--- config.mk ---
export PLATFORM = sky130hd
export DESIGN_NAME = serializer_nto1
export DESIGN_NICKNAME = d
export VERILOG_FILES = /design/src/rtl/serializer_nto1.sv
export SDC_FILE = /design/constraint.sdc
export NUM_CORES = 1
export LEC_CHECK = 0
export ABC_AREA = 0
export BUFFER_PORTS_ARGS = -buffer_cell sky130_fd_sc_hd__buf_4
export CAP_MARGIN = 20
export CORE_ASPECT_RATIO = 0.7
export CORE_MARGIN = 3
export CORE_UTILIZATION = 53
export DETAILED_ROUTE_END_ITERATION = 10
export PLACE_DENSITY = 0.79
export SLEW_MARGIN = 20
export SYNTH_ARGS = -nofsm -noshare
export SYNTH_HDL_FRONTEND = slang
export SYNTH_SLANG_ARGS = --single-unit
--- constraint.sdc ---
create_clock -name i_clk -period 2.1 [get_ports i_clk]
set_input_delay 0.42 -clock i_clk [delete_from_list [all_inputs] [get_ports i_clk]]
set_output_delay 0.42 -clock i_clk [all_outputs]
set_load 0.02 [all_outputs]
--- src/rtl/serializer_nto1.sv ---
// N:1 fabric serializer: CHANNELS lanes of WIDTH-bit words, valid/ready word handshake,
// idle-word fill on underrun. Optional clock-pattern words with SERIALIZER_PATTERN_EN.
module serializer_nto1 #(
    parameter int               CHANNELS  = 3,
    parameter int               WIDTH     = 10,
    parameter bit               MSB_FIRST = 1'b0,
    parameter logic [WIDTH-1:0] IDLE_WORD = WIDTH'(10'b1101010100)
) (
    input  logic                      i_clk,
    input  logic                      i_rst_n,
    input  logic [CHANNELS*WIDTH-1:0] i_data,
    input  logic                      i_valid,
    output logic                      o_ready,
    input  logic                      i_clear_underrun,
`ifdef SERIALIZER_PATTERN_EN
    input  logic                      i_pattern,
`endif
    output logic [CHANNELS-1:0]       o_serial,
    output logic                      o_word_start,
    output logic                      o_underrun
);

    localparam int               CNT_W     = $clog2(WIDTH);
    localparam logic [CNT_W-1:0] CNT_LAST  = CNT_W'(WIDTH - 1);
    localparam int               FIRST_IDX = MSB_FIRST ? WIDTH - 1 : 0;

`ifdef SERIALIZER_PATTERN_EN
    function automatic logic [WIDTH-1:0] clock_pattern();
        logic [WIDTH-1:0] p;
        p = '0;
        for (int n = 0; n < (WIDTH + 1) / 2; n++) begin
            p[MSB_FIRST ? WIDTH - 1 - n : n] = 1'b1;
        end
        return p;
    endfunction

    localparam logic [WIDTH-1:0] PATTERN_WORD = clock_pattern();
`endif

    // The shift register always holds the bits still to be sent, next one at FIRST_IDX.
    function automatic logic [WIDTH-1:0] shift_word(input logic [WIDTH-1:0] w);
        return MSB_FIRST ? (w << 1) : (w >> 1);
    endfunction

    logic [CNT_W-1:0] cnt;
    logic [CNT_W-1:0] cnt_nxt;
    logic             running;
    logic             first_bnd;
    logic             boundary;
    logic             pattern_sel;
    logic             load_data;
    logic             set_underrun;
    logic             ready_nxt;
    logic [WIDTH-1:0] sr        [CHANNELS];
    logic [WIDTH-1:0] load_word [CHANNELS];

`ifdef SERIALIZER_PATTERN_EN
    assign pattern_sel = i_pattern;
`else
    assign pattern_sel = 1'b0;
`endif

    always_comb begin
        boundary     = running && (cnt == CNT_LAST);
        load_data    = boundary && o_ready && i_valid && !pattern_sel;
        set_underrun = boundary && !pattern_sel && !load_data && !first_bnd;
        cnt_nxt      = cnt;
        if (boundary) begin
            cnt_nxt = '0;
        end else if (running) begin
            cnt_nxt = cnt + CNT_W'(1);
        end
        ready_nxt = (cnt_nxt == CNT_LAST) && !pattern_sel;
        for (int c = 0; c < CHANNELS; c++) begin
            load_word[c] = IDLE_WORD;
            if (load_data) begin
                load_word[c] = i_data[c*WIDTH +: WIDTH];
            end
`ifdef SERIALIZER_PATTERN_EN
            if (pattern_sel) begin
                load_word[c] = PATTERN_WORD;
            end
`endif
        end
    end

    // The first edge after reset release only arms o_ready; the first boundary follows it.
    always_ff @(posedge i_clk) begin
        if (!i_rst_n) begin
            cnt          <= CNT_LAST;
            running      <= 1'b0;
            first_bnd    <= 1'b1;
            o_ready      <= 1'b0;
            o_word_start <= 1'b0;
            o_underrun   <= 1'b0;
            o_serial     <= '0;
            for (int c = 0; c < CHANNELS; c++) begin
                sr[c] <= IDLE_WORD;
            end
        end else begin
            cnt          <= cnt_nxt;
            running      <= 1'b1;
            o_ready      <= ready_nxt;
            o_word_start <= boundary;
            if (boundary) begin
                first_bnd <= 1'b0;
            end
            if (set_underrun) begin
                o_underrun <= 1'b1;
            end else if (i_clear_underrun) begin
                o_underrun <= 1'b0;
            end
            for (int c = 0; c < CHANNELS; c++) begin
                if (boundary) begin
                    o_serial[c] <= load_word[c][FIRST_IDX];
                    sr[c]       <= shift_word(load_word[c]);
                end else if (running) begin
                    o_serial[c] <= sr[c][FIRST_IDX];
                    sr[c]       <= shift_word(sr[c]);
                end else begin
                    o_serial[c] <= 1'b0;
                end
            end
        end
    end

endmodule
==> impl_results.md <==
- Inserted Clock Buffers: 5
- Fin area: between 2000 and 2500 um2
- Area overhead of the layout relative to synthesis: 24.33%
- Post-placement cell area: 2205 um2
- Post-synth EDFFs: 28
- FF-to-FF End: sr[1][4]$_SDFFCE_PP1P_
- Critical-path cell with the highest stage delay: dfxtp_1
- Via count of the first global-routing pass: 1434
- Period minus WS final: around 1700 ps
- Maximum root-to-sink buffer count: 2
- Initial antenna violation count: 0
- Total clock sinks: between 40 and 50
- Maximum vdd ir drop: ~510 uV
- Most common flop cell mapped by yosys: edfxtp_1
- Mux contribution to synthesized area: 0.01600
- Number of storage elements in the synthesis netlist: approximately 40
- Slew @ Worst Pin: roughly 390 ps
- Worst slew margin relative to its limit: 0.7419
- Die Area: 4302 um2
- # DRC: 0
- Power share of the clock group: 0.318
- Largest delay share family, worst path: flip-flops
- GPL Wtd Cong: about 0.8
- Via count of the routed design: about 1400
- Hold depth: 1
- Gr ovfl total: 0
- Proportion of synthesized flip-flops having asynchronous set or reset: 0
- Post-synthesis share of cell area spent on and, or, nand and nor gates: 0.1867
- Hpwl dp: 3051 um
- Final Hold Fails: 0
- Combinational family with the most area after synthesis: simple AND/OR/NAND/NOR gates
- Pwr per Cell Area: ~830 nW/um2
- Max Clock Freq: around 580 MHz
- Reported leakage power: roughly 0.93 nW
- Share of total power consumed by net switching: 0.2557
- Count of TritonRoute iterations in the first routing pass: 4
- Setup ws final: around 380 ps
- Ant. Diodes: 0
- Count of hold buffers inserted by post-cts repair: 0
- Sum of negative setup slack: 0 ps
- Result of the run: complete, no violations
- Total internal power: approximately 0.0014 W
- Hold EP: running$_DFF_P_
- Critical Path End Type: flop
- Highest cell delay on the worst timing path: 560 ps
- Maximum fanout along the worst path: 16
- Sequential element share of the synthesized area: 0.5867
- Unrepaired setup endpoints after global routing: false
- Hold crit path type: primary input to flop
- Share of Yosys cell area claimed by the top area cell type: 0.4480
- Worst setup slack for register-to-register paths: 380 ps
- Sw Pwr: just under 0.0005 W
- Wirelength per Cell: approximately 17 um
- Post-synth net total: ~200
- Cell count after synthesis: 160
- Share of the cycle needed by the critical path after routing: 0.8193
- Core Area: 3276 um2
- Count leader, synth: edfxtp_1
- GRT Overall Usage: 0.2109
- Area fraction in compound gates after synthesis: 0.1433
- Number of routed nets with antenna violations: 0
- Post-cts repair resize count: 0
- Depth of the CTS H-tree: 2
- Data required time at the worst endpoint: between 2000 and 2500 ps
- Netlist Area Pre-Place: roughly 1900 um2
- Worst reg2reg startpoint: running$_DFF_P_
- Clock tree from TritonCTS: done
- Post-route clock skew: between 2 and 3 ps
- Number of cell rows: 17
- Fraction of synthesized cell area in xor and xnor cells: 0.004667
- Combinational share of power: 0.184
- Data arrival, critical path: roughly 1800 ps
- Final max-slew violation count: 0
- Setup Viol. Count Final: 0
- Hold Path Origin: i_rst_n
- Worst reg-to-reg path cell count: 3
- # Max-Cap Violations: 0
- Crit path cell chain: and2_2 -> inv_2 -> a221o_1
- Global-route wire length before repair: ~7000 um
- Via count normalized by instance count: 5.667
- Clock transition at path regs: approximately 80 ps
- Commonest cells in the synthesized netlist: edfxtp_1, nand2_1, dfxtp_1
- Distinct cell type count of the synthesized netlist: 39
- Critical path launch point type: flop
- Reg power frac: 0.498
- Pin count of the biggest net entering global routing: 23
- Synthesized-area fraction occupied by adder cells: 0.01333
- Mean post-synth cell area: about 12 um2
- Total wire length after detailed routing: ~4300 um
- Setup Slack @ Placement: ~200 ps
- Number of synthesis warnings: 0
- IO buf count: 39
- Proportion of layout cells with a drive suffix above 1: 0.3171
- # nets final: 240
- Initial Util: 0.5730
- Top-Level Pins: 40
- Die Span X: ~77 um
- Iter 0 DRT Violations: approximately 160
- Buffers and inverters on the worst path: 1
- Largest area contributor in the netlist: edfxtp_1
- Clock insertion delay at the later pin of the skew report: between 200 and 300 ps
- Clk Tree Root Cell: clkbuf_8
- Die Span Y: about 56 um
- Critical path class: flop to flop
- Synth area leaders: edfxtp_1, dfxtp_1, o221a_1
placed cells by master (no fill, tap or decap), types with 2 or more instances in the layout:
cell type  Yosys  routed
a21boi_0       2       2
a21oi_1        4       4
a21oi_2        2       2
a221o_1        4       4
and2_1         3       3
and3_1         4       4
and3b_1        2       2
buf_4          1      46
clkbuf_8       0       5
dfxtp_1       13      13
edfxtp_1      28      28
ha_1           2       2
inv_1          4       4
mux2i_1        3       3
nand2_1       16      16
nand3_1       12      12
nand3b_1       2       2
nor2_1         9       9
nor3_1         7       7
nor3_2         4       4
o21ai_0        2       2
o21ai_1        6       6
o221a_1        6       6
o221a_2        2       2
final cells by class:
class	count	area [um2]
Clock buffer	6	72.57
Clock inverter	2	33.78
Fill cell	241	942.2
Inverter	5	18.77
Multi-Input combinational cell	104	683.2
Sequential cell	41	1101
Tap cell	47	58.81
Timing Repair Buffer	47	365.4
how the worst max path moves through the flow:
stage	start	endpoint	slack (ps)	cells after the start
2_1_floorplan	i_rst_n	sr[0][0]$_SDFFCE_PP0P_	460	2
3_3_place_gp	cnt[0]$_SDFF_PN1_	sr[2][5]$_DFFE_PP_	340	5
3_5_place_dp	cnt[0]$_SDFF_PN1_	sr[2][1]$_DFFE_PP_	200	5
4_1_cts	cnt[0]$_SDFF_PN1_	sr[2][1]$_DFFE_PP_	160	5
5_1_grt	running$_DFF_P_	sr[0][6]$_SDFFCE_PP1P_	260	3
6_report	running$_DFF_P_	sr[1][4]$_SDFFCE_PP1P_	380	3
power by group through the flow:
stage                     combinational, W  sequential, W  clock [W]
after floorplan                   0.000225       0.000979          0
after global placement            0.000317       0.000981          0
after detailed placement          0.000335       0.000983          0
after CTS                         0.000336       0.000966   0.000620
after global routing              0.000394       0.000974   0.000656
final                             0.000358       0.000966   0.000618
through the flow:
stage | std cells | hold slack [ps] | utilization | power, W
floorplan | 160 | 422.5 | - | 0.001204
CTS | 249 | 338.7 | 0.7055 | 0.001922
global route | 252 | 351.1 | 0.7124 | 0.002024
finish | 252 | 346.0 | 0.7124 | 0.001943
detailed placement | 241 | 443.0 | 0.6730 | 0.001318
global placement | 241 | 429.9 | 0.6730 | 0.001298
kinds of logic (layout without fill, tap and decap cells):
logic type,after synthesis,after routing
compound gates,33,33
xor+xnor,1,1
mux,3,3
flops,41,41
fa+ha+maj,2,2
buf+inv,15,60
simple gates,65,65
registers in the layout, indices dropped and copies added (netlist names):
| register | count |
|---|---|
| first_bnd | 1 |
| o_underrun | 1 |
| cnt | 4 |
| o_serial | 3 |
| o_ready | 1 |
| running | 1 |
| sr | 29 |
| o_word_start | 1 |
metal layers:
metal / vias to the layer above / global-route usage / part of all wire
li1: 686 / - / -
met1: 675 / 0.2736 / 0.42
met2: 60 / 0.3260 / 0.50
met3: 7 / 0.06472 / 0.067
met4: 0 / 0.09391 / 0.017
met5: - / 0 / 0
worst register-to-register path, delay by kind of cell, from the launching register on:
family	cells	cell delay (ps)
buffers and inverters	1	210
DFF	1	560
and+or+nand+nor	1	390
AOI/OAI and AO/OA	1	310
what timing repair did:
action | CTS | global route
buffers inserted | 0 | 3
hold endpoints to repair | 0 | 0
endpoints found under the setup margin | 0 | 1
Note: power is estimated with default switching activity, not from simulation.
